$ cat src/rtl/mem_port_arbiter.sv
// -----------------------------------------------------------------------------
// mem_port_arbiter
//
// Shares one fixed-latency memory port between two requesters. Requester 0 is
// instruction fetch and only reads. Requester 1 is data load/store. The block
// arbitrates between them, latches the winner's command, counts off the memory
// latency, and then returns read data with a one-cycle completion pulse.
// Every output is registered.
//
// Configuration macro:
//   MEM_ARB_FIXED_PRIO_EN - when defined, requester 1 always wins a tie and
//                           `last` is ignored. When undefined, ties are
//                           resolved round-robin.
//
// Parameters:
//   ADDR_W - address width
//   DATA_W - data width
//   LAT    - memory latency in cycles (1..15)
//
// Ports:
//   clk_i        clock; all state updates on the rising edge
//   rst_i        synchronous active-high reset
//   req0_i       fetch request (level, held until gnt0_o)
//   addr0_i      fetch address
//   req1_i       data request (level, held until gnt1_o)
//   addr1_i      data address
//   we1_i        1 = store, 0 = load
//   wdata1_i     store data
//   gnt0_o       pulse: request 0 accepted
//   gnt1_o       pulse: request 1 accepted
//   valid0_o     pulse: access 0 complete, rdata_o valid
//   valid1_o     pulse: access 1 complete, rdata_o valid if load
//   rdata_o      captured read data
//   sel_o        current owner of the memory port (steering mux select)
//   busy_o       access in flight
//   mem_en_o     memory access enable
//   mem_we_o     memory write enable
//   mem_addr_o   memory address
//   mem_wdata_o  memory write data
//   mem_rdata_i  memory read data, valid LAT cycles after mem_en_o rises
// -----------------------------------------------------------------------------
module mem_port_arbiter #(
  parameter int ADDR_W = 32,
  parameter int DATA_W = 32,
  parameter int LAT    = 2
) (
  input  logic              clk_i,
  input  logic              rst_i,
  input  logic              req0_i,
  input  logic [ADDR_W-1:0] addr0_i,
  input  logic              req1_i,
  input  logic [ADDR_W-1:0] addr1_i,
  input  logic              we1_i,
  input  logic [DATA_W-1:0] wdata1_i,
  output logic              gnt0_o,
  output logic              gnt1_o,
  output logic              valid0_o,
  output logic              valid1_o,
  output logic [DATA_W-1:0] rdata_o,
  output logic              sel_o,
  output logic              busy_o,
  output logic              mem_en_o,
  output logic              mem_we_o,
  output logic [ADDR_W-1:0] mem_addr_o,
  output logic [DATA_W-1:0] mem_wdata_o,
  input  logic [DATA_W-1:0] mem_rdata_i
);

  typedef enum logic [0:0] {
    ST_IDLE   = 1'b0,
    ST_ACCESS = 1'b1
  } state_e;

  // The counter is loaded with LAT-1 so that the completion edge lands exactly
  // LAT cycles after the grant.
  localparam logic [3:0] CNT_INIT = 4'(LAT - 1);

  state_e            state_q, state_d;
  logic [3:0]        cnt_q, cnt_d;
  logic              last_q, last_d;
  logic              gnt0_q, gnt0_d;
  logic              gnt1_q, gnt1_d;
  logic              valid0_q, valid0_d;
  logic              valid1_q, valid1_d;
  logic [DATA_W-1:0] rdata_q, rdata_d;
  logic              sel_q, sel_d;
  logic              busy_q, busy_d;
  logic              mem_en_q, mem_en_d;
  logic              mem_we_q, mem_we_d;
  logic [ADDR_W-1:0] mem_addr_q, mem_addr_d;
  logic [DATA_W-1:0] mem_wdata_q, mem_wdata_d;

  logic              any_req_s;
  logic              win_s;

  // Winner selection among the currently raised requests.
  always_comb begin
    any_req_s = req0_i | req1_i;
    if (req0_i && req1_i) begin
`ifdef MEM_ARB_FIXED_PRIO_EN
      win_s = 1'b1;
`else
      win_s = ~last_q;
`endif
    end else if (req1_i) begin
      win_s = 1'b1;
    end else begin
      win_s = 1'b0;
    end
  end

  // Next-state and next-output logic for the IDLE/ACCESS sequencer.
  always_comb begin
    state_d     = state_q;
    cnt_d       = cnt_q;
    last_d      = last_q;
    gnt0_d      = 1'b0;
    gnt1_d      = 1'b0;
    valid0_d    = 1'b0;
    valid1_d    = 1'b0;
    rdata_d     = rdata_q;
    sel_d       = sel_q;
    busy_d      = busy_q;
    mem_en_d    = mem_en_q;
    mem_we_d    = mem_we_q;
    mem_addr_d  = mem_addr_q;
    mem_wdata_d = mem_wdata_q;

    case (state_q)
      ST_IDLE: begin
        if (any_req_s) begin
          gnt0_d   = ~win_s;
          gnt1_d   = win_s;
          sel_d    = win_s;
          busy_d   = 1'b1;
          mem_en_d = 1'b1;
          if (win_s) begin
            mem_addr_d  = addr1_i;
            mem_we_d    = we1_i;
            mem_wdata_d = wdata1_i;
          end else begin
            // Fetch never writes; the previous write data is simply held.
            mem_addr_d = addr0_i;
            mem_we_d   = 1'b0;
          end
          cnt_d   = CNT_INIT;
          state_d = ST_ACCESS;
        end else begin
          state_d = ST_IDLE;
        end
      end

      ST_ACCESS: begin
        if (cnt_q != 4'd0) begin
          cnt_d = cnt_q - 4'd1;
        end else begin
          // A store completes without touching the captured read data.
          if (sel_q && mem_we_q) begin
            rdata_d = rdata_q;
          end else begin
            rdata_d = mem_rdata_i;
          end
          valid0_d = ~sel_q;
          valid1_d = sel_q;
          mem_en_d = 1'b0;
          mem_we_d = 1'b0;
          busy_d   = 1'b0;
          last_d   = sel_q;
          state_d  = ST_IDLE;
        end
      end

      default: begin
        state_d = ST_IDLE;
      end
    endcase
  end

  // State and output registers with synchronous reset.
  always_ff @(posedge clk_i) begin
    if (rst_i) begin
      state_q     <= ST_IDLE;
      cnt_q       <= 4'd0;
      last_q      <= 1'b1;
      gnt0_q      <= 1'b0;
      gnt1_q      <= 1'b0;
      valid0_q    <= 1'b0;
      valid1_q    <= 1'b0;
      rdata_q     <= '0;
      sel_q       <= 1'b0;
      busy_q      <= 1'b0;
      mem_en_q    <= 1'b0;
      mem_we_q    <= 1'b0;
      mem_addr_q  <= '0;
      mem_wdata_q <= '0;
    end else begin
      state_q     <= state_d;
      cnt_q       <= cnt_d;
      last_q      <= last_d;
      gnt0_q      <= gnt0_d;
      gnt1_q      <= gnt1_d;
      valid0_q    <= valid0_d;
      valid1_q    <= valid1_d;
      rdata_q     <= rdata_d;
      sel_q       <= sel_d;
      busy_q      <= busy_d;
      mem_en_q    <= mem_en_d;
      mem_we_q    <= mem_we_d;
      mem_addr_q  <= mem_addr_d;
      mem_wdata_q <= mem_wdata_d;
    end
  end

  assign gnt0_o      = gnt0_q;
  assign gnt1_o      = gnt1_q;
  assign valid0_o    = valid0_q;
  assign valid1_o    = valid1_q;
  assign rdata_o     = rdata_q;
  assign sel_o       = sel_q;
  assign busy_o      = busy_q;
  assign mem_en_o    = mem_en_q;
  assign mem_we_o    = mem_we_q;
  assign mem_addr_o  = mem_addr_q;
  assign mem_wdata_o = mem_wdata_q;

endmodule

$ cat config.mk
export PLATFORM = sky130hd
export DESIGN_NAME = mem_port_arbiter
export DESIGN_NICKNAME = d
export VERILOG_FILES = /design/src/rtl/mem_port_arbiter.sv
export SDC_FILE = /design/constraint.sdc
export NUM_CORES = 1
export LEC_CHECK = 0
export BUFFER_PORTS_ARGS = -buffer_cell sky130_fd_sc_hd__buf_2
export CAP_MARGIN = 20
export CORE_UTILIZATION = 45
export DETAILED_ROUTE_END_ITERATION = 12
export HOLD_SLACK_MARGIN = 0.1
export PLACE_DENSITY = 0.92
export SLEW_MARGIN = 20
export SYNTH_ARGS = -nofsm -noshare
export SYNTH_HDL_FRONTEND = slang
export SYNTH_SLANG_ARGS = --single-unit
$ cat constraint.sdc
create_clock -name clk_i -period 2.4 [get_ports clk_i]
set_clock_uncertainty 0.2 [all_clocks]
set_input_delay 0.6 -clock clk_i [delete_from_list [all_inputs] [get_ports clk_i]]
set_output_delay 0.6 -clock clk_i [all_outputs]
set_load 0.01 [all_outputs]
* After elaboration in Yosys (flattened, before gate mapping)
Cells that the tools add are included.
** Cells by class
- Add/subtract/negate cells :: 1
- Equal/unequal tests :: 3
- Multiplexer cells :: 15
- Bitwise logic cells :: 8
- Reduce and logical (&&, ||, !) cells :: 11
** Operators with widths (count)
- $mux 32 :: 1
- $mux 1 :: 8
- $mux 4 :: 2
- $pmux 4 s2 :: 1
- $reduce_and 2->1 :: 4
- $not 1->1 :: 7
- $pmux 1 s2 :: 3
- $reduce_and 3->1 :: 2
- $reduce_or 3->1 :: 2
- $ne 2x2->1 const B :: 2
- $reduce_bool 4->1 :: 1
- $sub 4x1->4 const B :: 1
- $logic_and 1x1->1 :: 2
- $ne 2x1->1 const B :: 1
- $or 1x1->1 :: 1
** Storage, ports and cells
- Flip-flop bits (word level) :: 109

* Logic depth before layout (Yosys ltp)
Gate-level depths: netlist of run 1.
- Depth in word-level cells :: 5
- Gate-level depth with buffers :: 7
- Depth with buffers taken out :: 5

* Worst setup path before layout of run 1
No wires, ideal clock.
- Kind :: register to register
- Start :: register cnt_q[0]
- End :: register cnt_q[1]
- Setup time :: 121 ps
- Arrival :: 1374 ps
- Setup slack :: 705 ps
- Stages on the path, launching flop included :: 6
- Path buffers :: 0
- Cell sequence :: dfxtp_1 -> inv_1 -> ha_1 -> or3b_1 -> nand2_1 -> mux2_2
** On the way
- Word-level cells in the longest chain between the ends :: 3
- Elaborated cells on any way between the ends :: 6
- Those cells by class :: add/sub: 1; eq/ne: 1; mux: 2; reduce/logical: 2
** RTL lines
- start: declaration :: RTL line 79 : logic [3:0] cnt_q, cnt_d;
- start signal: assignment :: RTL line 198 : cnt_q <= cnt_d;
- $sub 4x1->4 / $reduce_bool 4->1 (equally long branches) :: RTL line 155, 154
- $mux 4 / $ne 2x1->1 (equally long branches)
- $pmux 4 s2 / $reduce_and 2->1 (equally long branches)
Several ways; a longest one is shown, not always the timed one. The select of a mux whose other input is x is not followed.
A chain may end at the register's enable or synchronous reset.

* Worst setup path in the final report of run 1
- Start :: register cnt_q[0]
- End :: register rdata_q[19], in the netlist rdata_o[19]
** On the way
- Word-level cells in the longest chain between the ends :: 3
** RTL lines
- $reduce_bool 4->1 :: RTL line 154 : if (cnt_q != 4'd0) begin
- $not 1->1 (no source line)
- $reduce_and 3->1 (no source line)
- end signal: assignment :: RTL line 204 : rdata_q <= rdata_d;
- end: declaration :: RTL line 85 : logic [DATA_W-1:0] rdata_q, rdata_d;
Every way passes these cells.

==> impl_summary.md, run 1 <==
Global route
Global routing finished with a remaining overflow of 0. The number of antenna violations at the first check in global routing was 0. The via count of the first global-routing pass came to around 4100. The pin count of the biggest net entering global routing is 77. The total global routing track utilization is between 20 and 25%. The first global-routing pass estimated about 18000 um of wire.

Critical path
The critical path goes through inv_1 > ha_1 > nand4bb_1 > a21oi_4 > buf_12 > mux2i_1. The startpoint-to-endpoint class of the critical path is reg2reg. The arrival time at the worst endpoint is between 2000 and 2500 ps. The worst setup path is launched from a flip-flop.

The slowest stage of the critical path is the dfxtp_1 cell. STA classifies the critical path endpoint as a flip-flop. Broken down by cell family, the worst path's largest delay share belongs to buffers and inverters. The number of stages on the worst setup path is 6. The data required time at the worst endpoint is between 2000 and 2500 ps. The largest stage delay on the critical path is ~350 ps. Of all nets on the critical path, the largest fanout is 32.

The buffers plus inverters on the worst setup path is 2. For the worst flop-to-flop path, the logic depth is 6.

Yosys
The area share of the leading cell type in the synthesized netlist is 47.9%. The number of synthesized register bits is 109. The share of flip-flops with an asynchronous set or reset is 0%. The Yosys step of the flow raised 0 warnings. The commonest register cell after synthesis is dfxtp_1. The largest total area in the synthesized netlist belongs to dfxtp_1. In this run, distinct cell masters in the synthesized netlist total 34.

After synthesis, the cell types taking the most area are dfxtp_1, nand2b_1, a21oi_1, mux2i_1, a211oi_1. Counting every instance in the synthesized netlist gives around 520. The cell area that synthesis handed to floorplanning was between 4000 and 5000 sq um. The number of nets handed over by synthesis was 656. Summing the sequential cell areas from Yosys gives 47.9% of the chip area.

The average cell area after synthesis is 8.75 sq um. The number of enable flip-flop cells after synthesis is 0.

Finish
The share of final-layout standard cells stronger than drive strength 1 is a little over a third. The total of fill cells in the finished design is around 900. After routing the design area is around 6000 sq um. Measured on the finished design, the core utilization comes to a little over 60%. The diode insertion count for antenna repair is 0. The leading cell type in the layout, fill and taps excluded is buf_2. The library cells used most frequently in the layout, excluding fill and tap cells, are buf_2, dfxtp_1, a21oi_1.

The final net count is roughly 870. The area growth from synthesis to final layout is 31.4%.

Floorplan
For this configuration, the core starts out at a cell density of roughly 47%. The core region is a little under 10000 sq um. The area enclosed by the die boundary is between 10000 and 15000 sq um. The width of the die is 103 um.

In this run the count of I/O pins placed on the die edge is 237. The placement row count is 36. The vertical die dimension is 103 um.

Route
The number of iterations in the first detailed-routing pass is 7. The average wire length per cell after detail routing is about 14 um. In this run the remaining antenna-violating nets after routing total 0. The detailed-route vias per instance is 5.11.

The total via count after detailed routing is ~4400. The total DRC errors in the routed layout is 0. The total wire length is 12500 um. In this run, the number of DRC markers left after iteration 0 of detailed routing was roughly 130.

Timing
The final critical path takes up a little over four fifths of the cycle. Setup repair after global routing left no endpoint under its margin. The peak clock frequency supported by timing is between 400 and 500 MHz. The hold violation total from the final report is 0.

The number of max-slew violations in the final report is 0. The slew at the pin closest to its max-slew limit is slightly below 600 ps. Setup violations remaining at the end of the flow were counted as 0. The max-slew headroom at the worst pin is between 60% and 70%. The worst hold slack across all endpoints is 266 ps. The setup total negative slack is 0 ps. For the finished layout, the period the worst path requires is a little over 2000 ps.

Clocking
CTS built an H-tree with a depth of 3. The number of buffers added by the clock tree synthesis step is 9. Clock tree synthesis found a total of 109 sinks. CTS placed an instance of clkbuf_8 at the clock tree root.

The CTS tree is done. After clock tree synthesis, the setup repair step added 0 buffers. The post-cts gate resize count is 0. Clock-pin slew was measured on the worst setup and hold paths at approximately 110 ps.

The number of hold buffers added after CTS was 0. The maximum buffer depth of the clock tree is 2. The clock latency on the worst-skew pair is ~360 ps.

Pwr
The reported net switching power is around 1.2 mW. The maximum vdd ir drop is ~0.00040 V. In this run the static leakage power is around 2.8 nW.

The internal portion of total power is 2.75 mW. The total power density per cell area is between 600 and 700 nW/um^2. Per report_power, the combinational group accounts for about 22% of the total.

The net switching fraction of the power is between 30 and 40%. In this run, flip-flops and latches consume around half of the power. In this run, the clock network consumes a little over a quarter of the power.

Flow run
Max-cap violations in this run came to 0.

Outcome
The run finished with clean final reports.

Worst hold path
The hold path depth is 3. The path class of the tightest hold or removal check is in2reg.

Place
The half-perimeter wire length after detailed placement is about 8700 um. In this run the tool buffered the top-level ports with roughly 240 buffer cells. The global placer's final weighted congestion is 0.786. The cell area after placement is between 5000 and 6000 sq um.
==> power groups by stage <==
stage	Clock (mW)	Sequential [mW]	Combinational, mW
2_1_floorplan	0	2.15	0.472
3_3_place_gp	0	2.08	0.872
3_5_place_dp	0	2.09	0.892
4_1_cts	1.09	2.04	0.894
5_1_grt	1.17	2.07	0.983
6_report	1.05	2.04	0.890
==> synth_stat cells (6+ instances only) <==
library cell and number:
o21ai_0 14, buf_4 6, dfxtp_1 109, o21ai_1 20
a21oi_1 69, nand2b_1 64, mux2i_1 32, nor2_1 36
buf_2 17, nand3_1 35, nor3_1 6, nand2_1 33
clkbuf_1 23, a211oi_1 32
==> cell families (layout without fill, tap and decap cells) <==
family / after synthesis / count (layout) / share of synthesized area [%]
flip-flops: 109 / 109 / 47.9
buffers and inverters: 53 / 267 / 5.82
adder cells (fa/ha/maj): 2 / 2 / 0.549
AO/OA/AOI/OAI: 145 / 145 / 18.6
multiplexers: 33 / 33 / 7.28
AND/OR/NAND/NOR: 179 / 179 / 19.9
==> tightest hold or removal path, delay by kind of cell <==
kind,cells,cell delay [ps]
AOI/OAI and AO/OA,1,50
buffers and inverters,1,90
and+or+nand+nor,1,40
==> state kept, by name (all words and copies together) (netlist names) <==
| register | cells |
|---|---|
| cnt_q | 4 |
| gnt0_o | 1 |
| gnt1_o | 1 |
| last_q | 1 |
| mem_addr_o | 32 |
| mem_en_o | 1 |
| mem_wdata_o | 32 |
| mem_we_o | 1 |
| rdata_o | 32 |
| sel_o | 1 |
| state_q | 1 |
| valid0_o | 1 |
| valid1_o | 1 |
==> stage by stage <==
step,total power [mW],std cells,setup WS [ps]
2_1_floorplan,2.62,521,705
3_3_place_gp,2.95,852,504
3_5_place_dp,2.98,852,377
4_1_cts,4.03,868,371
5_1_grt,4.22,868,268
6_report,3.99,868,375
==> final cells by class <==
type | instances | area [sq um] | area share, %
Sequential cell | 109 | 2180 | 36.4
Multi-Input combinational cell | 359 | 2120 | 35.5
Timing Repair Buffer | 247 | 1320 | 22.0
Tap cell | 133 | 166 | 2.78
Clock buffer | 10 | 128 | 2.13
Clock inverter | 6 | 56.3 | 0.940
Inverter | 4 | 15.0 | 0.251
==> worst paths after layout <==
| check | startpoint | end | slack, ps |
|---|---|---|---|
| hold reg to reg | rdata_o[27] | rdata_o[27] | 280 |
| setup reg to reg | cnt_q[0] | rdata_o[19] | 380 |
| setup / recovery | cnt_q[0] | rdata_o[19] | 380 |
| hold / removal | addr0_i[19] | mem_addr_o[19] | 270 |
==> per-layer routing <==
| layer | wire length (um) | GRT usage (%) |
|---|---|---|
| met1 | 4970 | 24.1 |
| met5 | 0 | 0 |
| met2 | 6400 | 41.9 |
| met3 | 975 | 6.37 |
| met4 | 114 | 6.59 |
(Power assumes the default switching activity.)
==> run 2: changes to the inputs <==
--- a/config.mk
+++ b/config.mk
@@ -5,12 +5,13 @@
 export SDC_FILE = /design/constraint.sdc
 export NUM_CORES = 1
 export LEC_CHECK = 0
+export ABC_AREA = 1
 export BUFFER_PORTS_ARGS = -buffer_cell sky130_fd_sc_hd__buf_2
 export CAP_MARGIN = 20
-export CORE_UTILIZATION = 45
+export CORE_UTILIZATION = 44
 export DETAILED_ROUTE_END_ITERATION = 12
 export HOLD_SLACK_MARGIN = 0.1
-export PLACE_DENSITY = 0.92
+export PLACE_DENSITY = 0.91
 export SLEW_MARGIN = 20
 export SYNTH_ARGS = -nofsm -noshare
 export SYNTH_HDL_FRONTEND = slang
==> constraint.sdc (replaced) <==
create_clock -name clk_i -period 1.9 [get_ports clk_i]
set_clock_uncertainty 0.2 [all_clocks]
set_input_delay 0.475 -clock clk_i [delete_from_list [all_inputs] [get_ports clk_i]]
set_output_delay 0.475 -clock clk_i [all_outputs]
set_load 0.01 [all_outputs]
==> impl_summary.md, run 2 <==
Finish
The diode insertion count for antenna repair came to 0 (unchanged). The share of final-layout standard cells stronger than drive strength 1 is 33.7% (was 36.5%). The leading cell type in the layout, fill and taps excluded is buf_2 (unchanged). The area growth from synthesis to final layout was 34.8% (was 31.4%). The final net count is 947 (was 865). Commonest cells after routing, fill and taps aside: buf_2, nand2_1, dfxtp_1 (was buf_2, dfxtp_1, a21oi_1).

Place
The global placer's final weighted congestion was 0.883 (was 0.786). The number of buffers added on ports came to 236 (unchanged). The setup slack after placement is 205 ps (was 377 ps).

The half-perimeter wire length after detailed placement is 8370 um (was 8730 um).

Floorplan
The width of the die was 101 um (was 103 um). The effective utilization at floorplan came to 46.1% (was 46.6%). The I/O pin count came to 237 (unchanged). The vertical die dimension is 101 um (was 103 um).

The placement row count came to 35 (was 36). The area enclosed by the die boundary is 10300 sq um (was 10500 sq um). The placeable core region is 9420 sq um (was 9770 sq um).

Global route
The total congestion overflow after global routing is 0 (unchanged). The number of antenna violations at the first check in global routing is 0 (unchanged). The pin count of the biggest net entering global routing is 67 (was 77). The via count of the first global-routing pass was 4113 (was 4062). The total global routing track utilization was 22.5% (was 22.3%). The global-route wire length before repair is 18400 um (about the same).

Yosys
The number of warnings issued by yosys was 0 (unchanged). The sequential-to-total area share from yosys stat is 50.3% (was 47.9%). The count of mapped cells out of synthesis is 590 (was 521). The share of flip-flops with an asynchronous set or reset is 0% (unchanged). Synth top cells by count: nand2_1, dfxtp_1, a21oi_1 (was dfxtp_1, a21oi_1, nand2b_1). The number of nets in the synthesized netlist is 725 (was 656). The number of synthesized register bits came to 109 (unchanged). The post-synthesis cell area is 4340 sq um (was 4560 sq um).

The most used standard cell by instance count after synthesis was nand2_1 (was dfxtp_1). The area share of the leading cell type in the synthesized netlist is 50.3% (was 47.9%). The library cell occupying the most area in the post-synthesis netlist is dfxtp_1 (unchanged). The average cell area after synthesis is 7.36 sq um (was 8.75 sq um).

Synth area leaders: dfxtp_1, nand2_1, a21oi_1, o21ai_0, nor2_1 (was dfxtp_1, nand2b_1, a21oi_1, mux2i_1, a211oi_1). The number of distinct library cells after synthesis was 24 (was 34). The commonest register cell after synthesis is dfxtp_1 (unchanged). The number of enable flip-flop cells after synthesis came to 0 (unchanged).

Clocking
The maximum buffer depth of the clock tree is 2 (unchanged). The clock latency on the worst-skew pair is 350 ps (was 360 ps). The depth of the CTS H-tree is 3 (unchanged). The total number of clock tree sinks is 109 (unchanged). The post-cts gate resize count was 0 (unchanged). The master cell of the clock root buffer is clkbuf_8 (unchanged). The CTS clock-pin slew for the worst setup and hold paths was 110 ps (about the same).

The number of buffers added by the clock tree synthesis step was 9 (unchanged). The CTS tree is done (unchanged). The number of buffers inserted for hold repair after clock tree synthesis is 0 (unchanged). The count of buffers added by post-CTS timing repair for setup came to 0 (unchanged).

Worst hold path
The path type of the worst min-delay path is in2reg (unchanged).

Route
The total wire length is 11600 um (was 12500 um). The number of iterations in the first detailed-routing pass is 4 (was 7). The detailed-route vias per instance is 4.81 (was 5.11). The total DRC errors in the routed layout is 0 (unchanged).

The total via count after detailed routing is 4547 (was 4435). The average wire length per cell after detail routing is 12.3 um (was 14.3 um). The number of routed nets with antenna violations came to 0 (unchanged).

The number of violations reported at the end of detailed-routing iteration 0 was 118 (was 127).

Timing
Unrepaired setup endpoints after global routing: false (unchanged). The clock period could shrink to ~1600 ps. The slew at the pin closest to its max-slew limit is 356 ps (was 590 ps). The number of max-slew violations in the final report is 0 (unchanged). The setup total negative slack is 0 ps (unchanged). The max-slew headroom at the worst pin is 76.3% (was 60.6%).

The final worst setup slack was 317 ps (was 375 ps). The hold violation total from the final report is 0 (unchanged). The final count of negative-setup-slack endpoints is 0 (unchanged). The peak clock frequency supported by timing is approximately 630 MHz.

The worst path uses a little over four fifths of the clock period.

Outcome
Status: finished clean (unchanged).

Pwr
The maximum vdd ir drop is 0.000571 V (was 0.000404 V). The total power density per cell area came to 884 nW/um^2 (was 666 nW/um^2). The leakage power total is 3.12 nW (was 2.78 nW).

Critical path
The startpoint type of the worst setup path was a flip-flop (unchanged). The largest stage delay on the critical path is 390 ps (was 350 ps). The library cell contributing the largest single delay on the critical path is dfxtp_1 (unchanged). The data required time at the worst endpoint is 1220 ps (was 2480 ps). The worst reg-to-reg setup slack came to 350 ps (was 380 ps).

The startpoint-to-endpoint class of the critical path is reg2out (was reg2reg). The highest net fanout along the worst path came to 5 (was 32). Cell breakdown of the critical path: buf_2 (was inv_1 > ha_1 > nand4bb_1 > a21oi_4 > buf_12 > mux2i_1). The arrival time at the worst endpoint is 910 ps (was 2110 ps). The gate family responsible for the most delay along the worst path is flip-flops (was buffers and inverters). The buffers plus inverters on the worst setup path was 1 (was 2).

The endpoint type of the worst setup path is an output port (was flip-flop).

Flow run
The number of maximum-capacitance constraint violations is 0 (unchanged).
run 2: power breakdown:
group          switching [mW]  internal, mW  leakage [nW]
logic                   0.648         0.482          2.11
clock network           0.799         0.631         0.107
registers               0.113          2.50         0.897
total                    1.56          3.61          3.12
run 2: kinds of logic after synthesis:
family | after synthesis | share of synthesized area, %
AO/OA/AOI/OAI | 136 | 15.9
XOR/XNOR | 1 | 0.202
adder cells (fa/ha/maj) | 2 | 0.576
buffers and inverters | 84 | 9.05
flip-flops | 109 | 50.3
AND/OR/NAND/NOR | 258 | 24.0
run 2: final timing paths:
check	start	endpoint	cells past startpoint
min	wdata1_i[17]	mem_wdata_o[17]	3
max	sel_o	sel_o	1
min reg2reg	rdata_o[11]	rdata_o[11]	2
max reg2reg	cnt_q[0]	last_q	6
run 2: layer usage:
metal	wire length [um]	part of all wire (%)	track usage, %	vias up
li1	-	-	-	2325
met1	4840	42	26.2	2023
met2	5850	50	39.8	177
met3	730	6.3	5.38	22
met4	227	1.9	8.58	0
met5	0	0	0	-
run 2: cell type report:
type                    count  area, sq um
clock inverters             7         80.1
fillers                   844         3560
flip-flops and latches    109         2180
clock buffers               9          124
multi-input cells         397         1770
repair buffers            252         1380
well taps                 129          161
inverters                  43          161
run 2: stage by stage:
step                cell area (sq um)  hold WS (ps)  utilization, %  power (mW)  instances
floorplan                        4340           248               -        3.31        590
global placement                 5650           248            60.0        3.77        930
detailed placement               5650           253            60.0        3.80        930
CTS                              5850           103            62.1        5.24        946
global route                     5850           117            62.1        5.48        946
finish                           5850           126            62.1        5.17        946
==> run 3: changes to the inputs <==
==> constraint.sdc (replaced) <==
create_clock -name clk_i -period 1.7 [get_ports clk_i]
set_clock_uncertainty 0.2 [all_clocks]
set_input_delay 0.425 -clock clk_i [delete_from_list [all_inputs] [get_ports clk_i]]
set_output_delay 0.425 -clock clk_i [all_outputs]
set_load 0.01 [all_outputs]
==> impl_summary.md, run 3 (synthesized netlist as in run 2, its figures left out) <==
Floorplan
The area enclosed by the die boundary is 10300 sq um (unchanged). The placeable core region is 9420 sq um (unchanged). The width of the die is 101 um (unchanged).

The I/O pin count is 237 (unchanged). The vertical die dimension was 101 um (unchanged). The placement row count is 35 (unchanged).

The effective utilization at floorplan was 46.1% (unchanged).

Critical path
The buffers plus inverters on the worst setup path is 1 (unchanged). The largest stage delay on the critical path is 420 ps (was 390 ps). The endpoint type of the worst setup path is an output port (unchanged).

The startpoint-to-endpoint class of the critical path was reg2out (unchanged). The library cell contributing the largest single delay on the critical path is dfxtp_1 (unchanged). The arrival time at the worst endpoint was 980 ps (was 910 ps). The gate family responsible for the most delay along the worst path is flip-flops (unchanged).

The data required time at the worst endpoint is 1070 ps (was 1220 ps). Cell breakdown of the critical path: buf_2 (unchanged). The startpoint type of the worst setup path is a flip-flop (unchanged). The highest net fanout along the worst path is 5 (unchanged).

Place
The number of cells in the design after placement came to 929 (was 930). The setup slack after placement was -7.32 ps (was 205 ps). The half-perimeter wire length after detailed placement is 8330 um (was 8370 um). The cell area after placement is 5640 sq um (was 5650 sq um).

The global placer's final weighted congestion is 0.867 (was 0.883). The number of buffers added on ports came to 236 (unchanged).

Timing
The final count of negative-setup-slack endpoints is 0 (unchanged). The max-slew headroom at the worst pin is 78.6% (was 76.3%). The slew at the pin closest to its max-slew limit is 321 ps (was 356 ps). Derived from the worst setup path, the maximum achievable clock frequency is 623 MHz.

The hold violation total from the final report is 0 (unchanged). The number of max-slew violations in the final report is 0 (unchanged). The final worst setup slack is 94.9 ps (was 317 ps). After layout, the minimum clock period comes to 1610 ps. The worst path uses between 90% and 100% of the clock period.

Clocking
The depth of the CTS H-tree is 3 (unchanged). The maximum buffer depth of the clock tree is 2 (unchanged). The master cell of the clock root buffer is clkbuf_8 (unchanged). The CTS clock-pin slew for the worst setup and hold paths is 110 ps (about the same). The total number of clock tree sinks is 109 (unchanged). The CTS tree is done (unchanged). The clock latency on the worst-skew pair is 380 ps (was 350 ps). The number of buffers added by the clock tree synthesis step is 9 (unchanged).

Route
The number of violations reported at the end of detailed-routing iteration 0 is 190 (was 118). The total wire length is 14200 um (was 11600 um). The detailed-route vias per instance is 4.98 (was 4.81). The total DRC errors in the routed layout was 0 (unchanged). The number of routed nets with antenna violations is 0 (unchanged). The number of iterations in the first detailed-routing pass was 5 (was 4). The average wire length per cell after detail routing came to 13.9 um (was 12.3 um). The total via count after detailed routing is 5090 (was 4547).

Worst hold path
The path type of the worst min-delay path is in2reg (unchanged).

Global route
The global-route wire length before repair was 21000 um (was 18400 um). The number of antenna violations at the first check in global routing is 0 (unchanged). The total congestion overflow after global routing is 0 (unchanged). The total global routing track utilization is 26.1% (was 22.5%). The via count of the first global-routing pass is 4659 (was 4113).

The pin count of the biggest net entering global routing came to 63 (was 67).

Finish
The final net count is 1023 (was 947). The leading cell type in the layout, fill and taps excluded is buf_2 (unchanged). The filler-free cell count of the finished design is 1022 (was 946).

Commonest cells after routing, fill and taps aside: buf_2, nand2_1, dfxtp_1 (unchanged). The final instance area was 6640 sq um (was 5850 sq um). The share of final-layout standard cells stronger than drive strength 1 came to 31.0% (was 33.7%). The area growth from synthesis to final layout is 52.9% (was 34.8%). The diode insertion count for antenna repair is 0 (unchanged).

Outcome
Status: finished clean (unchanged).

Pwr
The total power density per cell area was 914 nW/um^2 (was 884 nW/um^2). The maximum vdd ir drop came to 0.000636 V (was 0.000571 V). The leakage power total came to 3.44 nW (was 3.12 nW). The post-layout total power is 6.06 mW (was 5.17 mW).

Flow run
The number of maximum-capacitance constraint violations is 0 (unchanged).
[run 3: cell count changes in the layout (fill, tap and decap cells not counted), sizes merged]
cell	change
clkinv	+1
buf	-1
dlygate4sd3	+76
[run 3: timing repair]
item	CTS	global route
hold buffers	69	7
gates cloned	0	1
setup buffers	0	0
resized for setup	1	5
hold endpoints to repair	69	7
endpoints found under the setup margin	12	30
[run 3: worst paths after layout]
check               from        endpoint  slack [ps]  cells after the start
max                sel_o           sel_o          90                      1
min          addr0_i[10]  mem_addr_o[10]         110                      3
max reg2reg     cnt_q[1]     rdata_o[25]         120                      6
min reg2reg  rdata_o[11]     rdata_o[11]         270                      2
[run 3: through the flow]
step / hold WS [ps] / TNS [ps] / utilization (%)
after CTS: 101 / 0 / 69.6
after global routing: 102 / -6.63 / 70.5
after floorplan: 248 / 0 / -
final: 110 / 0 / 70.5
after detailed placement: 253 / -7.32 / 59.9
after global placement: 248 / 0 / 59.9
[run 3: routing by layer]
layer  GRT usage, %  up-vias  part of all wire (%)
met5              0        -                     0
met4           13.2        0                   4.1
met3           6.21       55                   7.0
met2           46.9      257                    50
met1           28.8     2301                    39
li1               -     2477                     -
[run 3: area by class of cell]
type	count	area (sq um)
Clock inverter	7	92.6
Sequential cell	109	2180
Fill cell	700	2780
Timing Repair Buffer	327	2130
Multi-Input combinational cell	397	1780
Timing Repair inverter	1	6.26
Clock buffer	9	124
Tap cell	129	161
Inverter	43	166
[run 3: where the power goes]
part,switching (mW),internal (mW),total (mW),leakage [nW]
logic,0.790,0.652,1.44,2.44
clock network,0.969,0.721,1.69,0.109
registers,0.136,2.80,2.93,0.897
